**src/rtl/rmw_pkg.sv**
```systemverilog
// Shared types for the pipelined read-modify-write unit.
//   OP_W    : width of the operation code carried on in_op
//   op_e    : operation encoding (INC, DEC, ADD immediate, LOAD immediate)
//   state_e : control FSM states (IDLE accepting, DRAIN pipeline, CLEAR sweep)
package rmw_pkg;

   localparam int unsigned OP_W = 2;

   typedef enum logic [OP_W-1:0] {
      OP_INC  = 2'b00,
      OP_DEC  = 2'b01,
      OP_ADD  = 2'b10,
      OP_LOAD = 2'b11
   } op_e;

   typedef enum logic [1:0] {
      ST_IDLE  = 2'd0,
      ST_DRAIN = 2'd1,
      ST_CLEAR = 2'd2
   } state_e;

endpackage

```
**src/rtl/rmw_if.sv**
```systemverilog
// Request/completion bus of the read-modify-write unit.
//   in_valid/in_ready        : request handshake (accepted when both are 1)
//   in_addr, in_op, in_imm   : request payload
//   out_valid/addr/data      : completed operation report (no backpressure)
// master drives requests, slave is the unit.
interface rmw_if
   import rmw_pkg::*;
#(
   parameter int unsigned DATA_W = 8,
   parameter int unsigned ADDR_W = 4
);
   logic              in_valid;
   logic              in_ready;
   logic [ADDR_W-1:0] in_addr;
   logic [OP_W-1:0]   in_op;
   logic [DATA_W-1:0] in_imm;
   logic              out_valid;
   logic [ADDR_W-1:0] out_addr;
   logic [DATA_W-1:0] out_data;

   modport master (
      output in_valid, in_addr, in_op, in_imm,
      input  in_ready, out_valid, out_addr, out_data
   );

   modport slave (
      input  in_valid, in_addr, in_op, in_imm,
      output in_ready, out_valid, out_addr, out_data
   );
endinterface

```
**src/rtl/rmw_dp_ram.sv**
```systemverilog
// Simple dual-port RAM: one synchronous write port, one synchronous read port.
// A read and write to the same address on one edge returns the old contents.
//   clk          : clock
//   we/waddr/wdata : write port
//   raddr/rdata  : read port, rdata registered one edge after raddr
module rmw_dp_ram #(
   parameter int unsigned DATA_W = 8,
   parameter int unsigned ADDR_W = 4
) (
   input  logic              clk,
   input  logic              we,
   input  logic [ADDR_W-1:0] waddr,
   input  logic [DATA_W-1:0] wdata,
   input  logic [ADDR_W-1:0] raddr,
   output logic [DATA_W-1:0] rdata
);
   localparam int unsigned DEPTH = 1 << ADDR_W;

   logic [DATA_W-1:0] mem [DEPTH];

   // Non-blocking update gives read-old-data on collision
   always_ff @(posedge clk) begin
      if (we) mem[waddr] <= wdata;
      rdata <= mem[raddr];
   end
endmodule

```
**src/rtl/pipelined_rmw_unit.sv**
```systemverilog
// Four-stage read-modify-write unit over a 2**ADDR_W x DATA_W memory.
// One request per cycle; hazards resolved by forwarding from S3, S4 and the
// last committed write. A clear request drains the pipeline then zeroes the
// memory with a one-entry-per-cycle sweep.
//   clk, reset_n : clock, asynchronous active-low reset
//   clear_req    : single-cycle request to zero the memory (honoured in IDLE)
//   clear_busy   : drain or clear sweep in progress
//   bus          : request/completion interface (slave side)
module pipelined_rmw_unit
   import rmw_pkg::*;
#(
   parameter int unsigned DATA_W = 8,
   parameter int unsigned ADDR_W = 4
) (
   input  logic  clk,
   input  logic  reset_n,
   input  logic  clear_req,
   output logic  clear_busy,
   rmw_if.slave  bus
);
   state_e            state_q, state_d;
   logic              ready_q, ready_d, busy_d;
   logic [ADDR_W-1:0] clr_addr_q;

   logic              s1_valid, s2_valid, s3_valid, s4_valid, lw_valid;
   logic [ADDR_W-1:0] s1_addr, s2_addr, s3_addr, s4_addr, lw_addr;
   op_e               s1_op, s2_op;
   logic [DATA_W-1:0] s1_imm, s2_imm, s3_data, s4_data, lw_data;

   logic              accept;
   logic [DATA_W-1:0] rd_data, operand, result;
   logic              ram_we;
   logic [ADDR_W-1:0] ram_waddr;
   logic [DATA_W-1:0] ram_wdata;

   assign accept = bus.in_valid & ready_q;

   // Control FSM: state register
   always_ff @(posedge clk or negedge reset_n) begin
      if (!reset_n) begin
         state_q    <= ST_IDLE;
         ready_q    <= 1'b0;
         clear_busy <= 1'b0;
         clr_addr_q <= '0;
      end else begin
         state_q    <= state_d;
         ready_q    <= ready_d;
         clear_busy <= busy_d;
         if (state_q == ST_CLEAR) clr_addr_q <= clr_addr_q + ADDR_W'(1);
      end
   end

   // Control FSM: next state and registered-output decode
   always_comb begin
      state_d = state_q;
      case (state_q)
         ST_IDLE:  if (clear_req) state_d = ST_DRAIN;
         ST_DRAIN: if (!(s1_valid | s2_valid | s3_valid | s4_valid)) state_d = ST_CLEAR;
         ST_CLEAR: if (clr_addr_q == {ADDR_W{1'b1}}) state_d = ST_IDLE;
         default:  state_d = ST_IDLE;
      endcase
      ready_d = (state_d == ST_IDLE);
      busy_d  = (state_d != ST_IDLE);
   end

   // Operand forwarding in S2: youngest older write to the same address wins
   always_comb begin
      operand = rd_data;
      if (s3_valid && s3_addr == s2_addr)      operand = s3_data;
      else if (s4_valid && s4_addr == s2_addr) operand = s4_data;
      else if (lw_valid && lw_addr == s2_addr) operand = lw_data;

      result = operand;
      case (s2_op)
         OP_INC:  result = operand + DATA_W'(1);
         OP_DEC:  result = operand - DATA_W'(1);
         OP_ADD:  result = operand + s2_imm;
         OP_LOAD: result = s2_imm;
         default: result = operand;
      endcase
   end

   // Pipeline stages and last-committed-write register
   always_ff @(posedge clk or negedge reset_n) begin
      if (!reset_n) begin
         s1_valid <= 1'b0; s1_addr <= '0; s1_op <= OP_INC; s1_imm <= '0;
         s2_valid <= 1'b0; s2_addr <= '0; s2_op <= OP_INC; s2_imm <= '0;
         s3_valid <= 1'b0; s3_addr <= '0; s3_data <= '0;
         s4_valid <= 1'b0; s4_addr <= '0; s4_data <= '0;
         lw_valid <= 1'b0; lw_addr <= '0; lw_data <= '0;
      end else begin
         s1_valid <= accept;
         s1_addr  <= bus.in_addr;
         s1_op    <= op_e'(bus.in_op);
         s1_imm   <= bus.in_imm;
         s2_valid <= s1_valid;
         s2_addr  <= s1_addr;
         s2_op    <= s1_op;
         s2_imm   <= s1_imm;
         s3_valid <= s2_valid;
         s3_addr  <= s2_addr;
         s3_data  <= result;
         s4_valid <= s3_valid;
         s4_addr  <= s3_addr;
         s4_data  <= s3_data;
         // Covers the read that collided with this edge's write (RAM returns old data)
         lw_valid <= s4_valid & (state_q != ST_CLEAR);
         lw_addr  <= s4_addr;
         lw_data  <= s4_data;
      end
   end

   // Write port: sweep zeroes during CLEAR, otherwise S4 commits
   always_comb begin
      ram_we    = s4_valid;
      ram_waddr = s4_addr;
      ram_wdata = s4_data;
      if (state_q == ST_CLEAR) begin
         ram_we    = 1'b1;
         ram_waddr = clr_addr_q;
         ram_wdata = '0;
      end
   end

   rmw_dp_ram #(
      .DATA_W (DATA_W),
      .ADDR_W (ADDR_W)
   ) u_ram (
      .clk   (clk),
      .we    (ram_we),
      .waddr (ram_waddr),
      .wdata (ram_wdata),
      .raddr (s1_addr),
      .rdata (rd_data)
   );

   assign bus.in_ready  = ready_q;
   assign bus.out_valid = s4_valid;
   assign bus.out_addr  = s4_addr;
   assign bus.out_data  = s4_data;
endmodule

```
**src/flat_wrapper.sv**
```systemverilog
// flat-port wrapper written by rule: the top's interface ports become plain ports
module pipelined_rmw_unit_flat import rmw_pkg::*;
#(
   parameter int unsigned DATA_W = 8,
   parameter int unsigned ADDR_W = 4
)
  (clk, reset_n, clear_req, clear_busy, bus_in_valid, bus_in_addr, bus_in_op, bus_in_imm, bus_in_ready, bus_out_valid, bus_out_addr, bus_out_data);
  rmw_if #(.DATA_W(DATA_W), .ADDR_W(ADDR_W)) bus_i ();
  input  logic clk;
  input  logic reset_n;
  input  logic clear_req;
  output logic clear_busy;
  input wire logic [$bits(bus_i.in_valid)-1:0] bus_in_valid;
  input wire logic [$bits(bus_i.in_addr)-1:0] bus_in_addr;
  input wire logic [$bits(bus_i.in_op)-1:0] bus_in_op;
  input wire logic [$bits(bus_i.in_imm)-1:0] bus_in_imm;
  output wire logic [$bits(bus_i.in_ready)-1:0] bus_in_ready;
  output wire logic [$bits(bus_i.out_valid)-1:0] bus_out_valid;
  output wire logic [$bits(bus_i.out_addr)-1:0] bus_out_addr;
  output wire logic [$bits(bus_i.out_data)-1:0] bus_out_data;
  assign bus_i.in_valid = bus_in_valid;
  assign bus_i.in_addr = bus_in_addr;
  assign bus_i.in_op = bus_in_op;
  assign bus_i.in_imm = bus_in_imm;
  assign bus_in_ready = bus_i.in_ready;
  assign bus_out_valid = bus_i.out_valid;
  assign bus_out_addr = bus_i.out_addr;
  assign bus_out_data = bus_i.out_data;
  pipelined_rmw_unit #(.DATA_W(DATA_W), .ADDR_W(ADDR_W)) u_core (.clk(clk), .reset_n(reset_n), .clear_req(clear_req), .clear_busy(clear_busy), .bus(bus_i));
endmodule
```
**config.mk**
```make
export PLATFORM = sky130hd
export DESIGN_NAME = pipelined_rmw_unit_flat
export DESIGN_NICKNAME = d
export VERILOG_FILES = /design/src/rtl/rmw_pkg.sv /design/src/rtl/rmw_if.sv /design/src/rtl/rmw_dp_ram.sv /design/src/rtl/pipelined_rmw_unit.sv /design/src/flat_wrapper.sv
export SDC_FILE = /design/constraint.sdc
export NUM_CORES = 1
export LEC_CHECK = 0
export ABC_AREA = 1
export CAP_MARGIN = 20
export CELL_PAD_IN_SITES_DETAIL_PLACEMENT = 1
export CELL_PAD_IN_SITES_GLOBAL_PLACEMENT = 2
export CORE_ASPECT_RATIO = 1.5
export CORE_MARGIN = 2
export CORE_UTILIZATION = 42
export DETAILED_ROUTE_END_ITERATION = 12
export PLACE_DENSITY_LB_ADDON = 0.15
export SETUP_SLACK_MARGIN = 0.1
export SLEW_MARGIN = 30
export SYNTH_ARGS = -nofsm -noshare
export SYNTH_HDL_FRONTEND = slang
export SYNTH_SLANG_ARGS = --single-unit
```
**constraint.sdc**
```tcl
create_clock -name clk -period 3.75 [get_ports clk]
set_clock_uncertainty 0.05 [all_clocks]
set_input_delay 1.125 -clock clk [delete_from_list [all_inputs] [get_ports clk]]
set_output_delay 1.125 -clock clk [all_outputs]
set_load 0.02 [all_outputs]
```
; ---- Word level (Yosys, flattened, before mapping)
; Memories as Yosys holds them, arrays and structs flattened. A register that Yosys moved wholly into a read port is not among the register bits.
; Cells that the tools add are included.
[word_totals]
reg_bits = 77
input_bits = 18
memories = 1
output_inout_bits = 15
mem_bits_rw = 128
wordCells = 61
[mem_list]
columns = memory, words, width, read_ports, rd_ports_with_merged_regs, wr, line_no
row1 = u_core.u_ram.mem, 16, 8, 1, 1, 1, rmw_dp_ram.sv:19  ; logic [DATA_W-1:0] mem [DEPTH];
[classes]
reduce_logical = 7
n_bitwise = 5
add_sub_neg = 4
muxes = 13
eq_ne = 10
[op_table]
columns = operator, count
row1 = 8-bit two-way mux, 4
row2 = 8-bit one-hot mux with 4 select lines, 1
row3 = 4-bit equality test, 3
row4 = 8-bit by 1-bit adder with 8-bit output (second input constant), 1
row5 = 8-bit adder, 1
row6 = 8-bit by 1-bit subtractor with 8-bit output (second input constant), 1
row7 = 2-bit equality test (second input constant), 3
row8 = 2-bit logical NOT, 3
row9 = 2-bit two-way mux, 3
row10 = 2-bit one-hot mux with 3 select lines, 1
row11 = 4-bit by 1-bit adder with 4-bit output (second input constant), 1
row12 = 2-bit by 1-bit equality test with 1-bit output (second input constant), 2
row13 = 4-bit equality test (second input constant), 1
row14 = 4-bit two-way mux, 1
row15 = 1-bit logical AND, 3
row16 = 1-bit two-way mux, 3
row17 = 1-bit bitwise OR, 3
row18 = 1-bit bitwise AND, 2
row19 = 2-bit != test (second input constant), 1
row20 = 2-bit nonzero test, 1

; ---- Logic depth before layout (Yosys ltp)
[depth]
ltp_word = 7
depth_mapped = 20
ltp_nobuf = 20

; ---- Hierarchy
; A second synthesis with hierarchy kept.
[hier_totals]
cells_unflattened = 878
area_unflattened_um2 = 8924.8
[modules_own_cells]
columns = mod, n_inst, cells_per_inst, area_per_inst_um2, seq_area_each_um2
row1 = rmw_dp_ram, 1, 551, 5766.8, 4003.8
row2 = pipelined_rmw_unit, 1, 327, 3158.0, 1926.8

; ---- Worst setup path after synthesis
; Ideal clock, no wire load.
[synth_path]
kind = register to register
from = register u_core.s4_addr[0] (netlist: u_core.bus.out_addr[0])
to = register u_core.s3_data[6]
n_path_buf = 0
setup_ns = 0.082
arrival_time_ns = 2.713
period_less_slack_ns = 2.845
stages_incl_launch_ff = 20
t_required_ns = 3.618
path_slack_ns = 0.905
cell_sequence = dfrtp_1 > inv_1 > nand2_1 > nand2_1 > nor2_1 > nand3b_2 > inv_1 > a21oi_1 > a21oi_1 > ha_1 > inv_1 > fa_1 > inv_1 > a21oi_1 > o21bai_1 > nand2_1 > nand2_1 > a21oi_1 > or2_2 > a31oi_1
[synth_via]
elab_chain_cells = 6
word_cells_on_any_way = 8
classes_between = add/sub: 3 / eq/ne: 1 / mux: 3 / reduce/logical: 1
[synth_lines]
columns = item, line_no
row1 = start: declaration, pipelined_rmw_unit.sv:26  ; logic [ADDR_W-1:0] s1_addr, s2_addr, s3_addr, s4_addr, lw_addr;
row2 = start signal: assignment, pipelined_rmw_unit.sv:104  ; s4_addr <= s3_addr;
row3 = 4-bit equality test (*), pipelined_rmw_unit.sv:70  ; else if (s4_valid && s4_addr == s2_addr) operand = s4_data;
row4 = 1-bit logical AND (*), pipelined_rmw_unit.sv:70
row5 = 8-bit two-way mux (*), pipelined_rmw_unit.sv:70
row6 = 8-bit two-way mux (*), pipelined_rmw_unit.sv:69  ; if (s3_valid && s3_addr == s2_addr) operand = s3_data;
row7 = 8-bit adder (tied with other cells), pipelined_rmw_unit.sv:77  ; OP_ADD: result = operand + s2_imm;
row8 = 8-bit one-hot mux with 4 select lines (*), pipelined_rmw_unit.sv:74  ; case (s2_op)
row9 = named net u_core.result[6], pipelined_rmw_unit.sv:31  ; logic [DATA_W-1:0] rd_data, operand, result;
row10 = end signal: assignment, pipelined_rmw_unit.sv:102  ; s3_data <= result;
row11 = end: declaration, pipelined_rmw_unit.sv:28  ; logic [DATA_W-1:0] s1_imm, s2_imm, s3_data, s4_data, lw_data;
; Mark *: on every way through the listed nets, which the timed path passes. The rest lies on a longest branch.
; A chain may end at the register's enable or synchronous reset.

; ---- Worst setup path after layout
[layout_path]
from = register u_core.s2_addr[0]
to = register u_core.s3_data[6]
[layout_via]
elab_chain_cells = 7
word_cells_on_any_way = 13
classes_between = add/sub: 3 / eq/ne: 3 / mux: 4 / reduce/logical: 3
[layout_lines]
columns = item, line_no
row1 = start: declaration, pipelined_rmw_unit.sv:26
row2 = start signal: assignment, pipelined_rmw_unit.sv:97  ; s2_addr <= s1_addr;
row3 = 4-bit equality test, pipelined_rmw_unit.sv:71  ; else if (lw_valid && lw_addr == s2_addr) operand = lw_data;
row4 = 1-bit logical AND, pipelined_rmw_unit.sv:71
row5 = 8-bit two-way mux, pipelined_rmw_unit.sv:71
row6 = 8-bit two-way mux, pipelined_rmw_unit.sv:70
row7 = 8-bit two-way mux (*), pipelined_rmw_unit.sv:69
row8 = 8-bit adder (tied with other cells), pipelined_rmw_unit.sv:77
row9 = 8-bit one-hot mux with 4 select lines (*), pipelined_rmw_unit.sv:74
row10 = named net u_core.result[6], pipelined_rmw_unit.sv:31
; Marks and branches as above.

==> impl_metrics.json <==
{
  "outcome": "complete, no violations",
  "syn_nets": 723,
  "p_leak_nw": 3.99,
  "cts_tree": "done",
  "wl_um": 19600,
  "hp-start": "u_core.s1_imm[6]$_DFF_PN0_",
  "area_growth_syn_to_layout_pct": 15.7,
  "mostFrequentLayoutCells": "edfxtp_1, inv_1, dfrtp_1",
  "cp_slowest_cell": "dfrtp_1",
  "drv_cap": 0,
  "die_h_um": 178,
  "crit_path_max_fanout": 9,
  "finalPower_mw": 6.61,
  "hold_violations": 0,
  "grt_start_max_net_pins": 85,
  "required_ns": 4.11,
  "die_area_sq_um": 21400,
  "dpl_worst_slack_ns": 0.487,
  "critPathCaptureType": "flip-flop",
  "io_pins": 33,
  "p_per_area_nw_per_um2": 673,
  "final_common_cell": "edfxtp_1",
  "track_usage_pct": 19.0,
  "finalSetupTns_ns": 0,
  "vias": 5184,
  "filler_cell_count": 2032,
  "synth_seq_cells": 213,
  "finalMaxSlewViolations": 0,
  "antenna_found_initial": 0,
  "crit_chain": "nand2_1 > nand2_1 > nor2_1 > nand3b_2 > inv_1 > a21oi_1 > a21oi_1 > ha_1 > inv_1 > fa_1 > inv_1 > a21oi_1 > o21bai_1 > nand2_1 > nand2_1 > a21oi_1 > or2_2 > a31oi_1",
  "numClockSinks": 213,
  "synth_ff_type": "edfxtp_1",
  "setup_ws_ns": 0.526,
  "crit_cells": 18,
  "die_w_um": 120,
  "reg2regPathDepth": 18,
  "ant_nets": 0,
  "critPathLaunchType": "flip-flop",
  "period_share_pct": 86.0,
  "grt_pass1_wl_um": 31000,
  "finalSetupViolations": 0,
  "cp.arrival_ns": 3.59,
  "syn_area_sq_um": 8500,
  "post_cts_buffers": 0,
  "wire_per_inst_um": 19.3,
  "hpwl_um": 13800,
  "diodes": 0,
  "first_pass_iters": 4,
  "cts_root_buf": "clkbuf_16",
  "max_slew_margin_pct": 48.8,
  "crit_family": "simple AND/OR/NAND/NOR gates",
  "synth_edf_count": 128,
  "yosys_warnings": 0,
  "vias_per_cell": 5.10,
  "fin_nets": 772,
  "globalplace.congestion": 0.795,
  "r2r_end": "u_core.s3_data[6]$_DFF_PN0_",
  "synthesis.instances": 693,
  "async_flop_share_pct": 36.2,
  "cp-endpoint": "u_core.s3_data[6]$_DFF_PN0_",
  "clk_pin_slew_worst_paths_ns": 0.06,
  "postSynthAreaPerCell_sq_um": 12.3,
  "cp_num_buf_inv": 3,
  "critPathLaunch": "u_core.s2_addr[0]$_DFF_PN0_",
  "clkLatencyLatePin_ns": 0.49,
  "start_util_pct": 43.0,
  "cp_slowest_stage_delay_ns": 0.45,
  "first_iter_violations": 333,
  "peakVddDrop_mv": 0.415,
  "htree_levels": 1,
  "ys_seq_area_share_pct": 69.8,
  "ctsHoldBuffers": 0,
  "fmax_ghz": 0.310,
  "reg2reg_from": "u_core.s2_addr[0]$_DFF_PN0_",
  "yosys.cell_types.count": 41,
  "worstMarginPinSlew_ns": 0.768,
  "core_sq_um": 19800,
  "rsz0062_at_grt": "false",
  "portBuffers": 32,
  "drc": 0,
  "grt_pass1_vias": 5571,
  "cts_resized": 0,
  "reg2reg_setup_slack_ns": 0.53,
  "gr-total-overflow": 0,
  "hold_path_class": "flip-flop to flip-flop",
  "cts_buffer_depth": 3,
  "core.rowCount": 63,
  "crit_type": "flip-flop to flip-flop",
  "cts_buffers": 21,
  "min_period_ns": 3.22,
  "drive_gt1_share_pct": 9.92
}
## synthesized netlist by cell type (5+ instances only)
library cell / number / area share (%)
a21oi_1: 63 / 3.7
buf_2: 6 / 0.35
clkbuf_1: 14 / 0.62
dfrtp_1: 77 / 23
dfxtp_1: 8 / 1.9
edfxtp_1: 128 / 45
ha_1: 11 / 1.6
inv_1: 78 / 3.4
inv_2: 5 / 0.22
mux2i_1: 32 / 3.8
nand2_1: 74 / 3.3
nand3_1: 24 / 1.4
nor2_1: 44 / 1.9
o211ai_1: 38 / 3.4
o21ai_0: 46 / 2.7
o21ai_1: 6 / 0.35
or2_2: 8 / 0.59
## per-layer routing
metal	global-route usage [%]	part of all wire (%)	vias to the layer above
li1	-	-	2507
met1	23.2	41	2559
met2	34.1	53	85
met3	2.65	3.1	33
met4	7.11	3.1	0
met5	0	0	-
## logic make-up (layout without fill, tap and decap cells)
family / after synthesis / count (layout) / synth area share [%]
XOR/XNOR: 3 / 3 / 0.309
AND/OR/NAND/NOR: 162 / 162 / 8.33
multiplexers: 32 / 32 / 3.77
buffers and inverters: 110 / 173 / 5.14
adder cells (fa/ha/maj): 12 / 12 / 1.85
flip-flops: 213 / 213 / 69.8
AO/OA/AOI/OAI: 161 / 161 / 10.8
## metrics by stage
step	cell area (sq um)	util, %	cells	hold slack, ns
floorplan	8500	-	693	0.281
global placement	9170	46.3	978	0.287
detailed placement	9170	46.3	978	0.286
CTS	9800	49.6	1015	0.301
global route	9830	49.7	1016	0.311
finish	9830	49.7	1016	0.297
## worst min path at each step
stage                                      end  cells after the start
floorplan           u_core.s2_imm[0]$_DFF_PN0_                      0
global placement    u_core.s2_imm[6]$_DFF_PN0_                      0
detailed placement  u_core.s2_imm[6]$_DFF_PN0_                      0
CTS                 u_core.s2_imm[6]$_DFF_PN0_                      0
global route        u_core.s2_imm[6]$_DFF_PN0_                      0
finish              u_core.s2_imm[6]$_DFF_PN0_                      0
## worst reg2reg max path, delay by kind of cell (launching register included)
kind,cells,cell delay [ns]
flip-flops,1,0.45
adder cells (fa/ha/maj),2,0.54
AO/OA/AOI/OAI,6,0.74
buffers and inverters,3,0.41
AND/OR/NAND/NOR,7,0.95
## power by group
part / internal, mW / total [mW] / switching, mW
combinational: 0.397 / 1.35 / 0.957
sequential: 3.12 / 3.30 / 0.177
clock: 1.08 / 1.96 / 0.880
## flip-flops by register name, indices dropped and copies added (netlist names), 2 cells and up
| signal | cells |
|---|---|
| u_core.s1_op | 2 |
| u_core.s3_data | 8 |
| u_core.bus.out_addr | 4 |
| u_core.u_ram.rdata | 8 |
| u_core.s2_imm | 8 |
| u_core.lw_addr | 4 |
| u_core.s2_op | 2 |
| u_core.u_ram.mem | 128 |
| u_core.lw_data | 8 |
| u_core.s1_imm | 8 |
| u_core.state_q | 2 |
| u_core.bus.out_data | 8 |
| u_core.clr_addr_q | 4 |
| u_core.s2_addr | 4 |
| u_core.s1_addr | 4 |
| u_core.s3_addr | 4 |
## area by class of cell
type	count	area, sq um	area share [%]
multi-input combinational	370	2130	21.7
sequential	213	5930	60.4
clock inverter	12	73.8	0.751
inverter	84	315	3.21
tap	260	325	3.31
timing repair buffer	52	488	4.96
clock buffer	25	562	5.71
No activity file was read; power rests on OpenSTA's default activity.
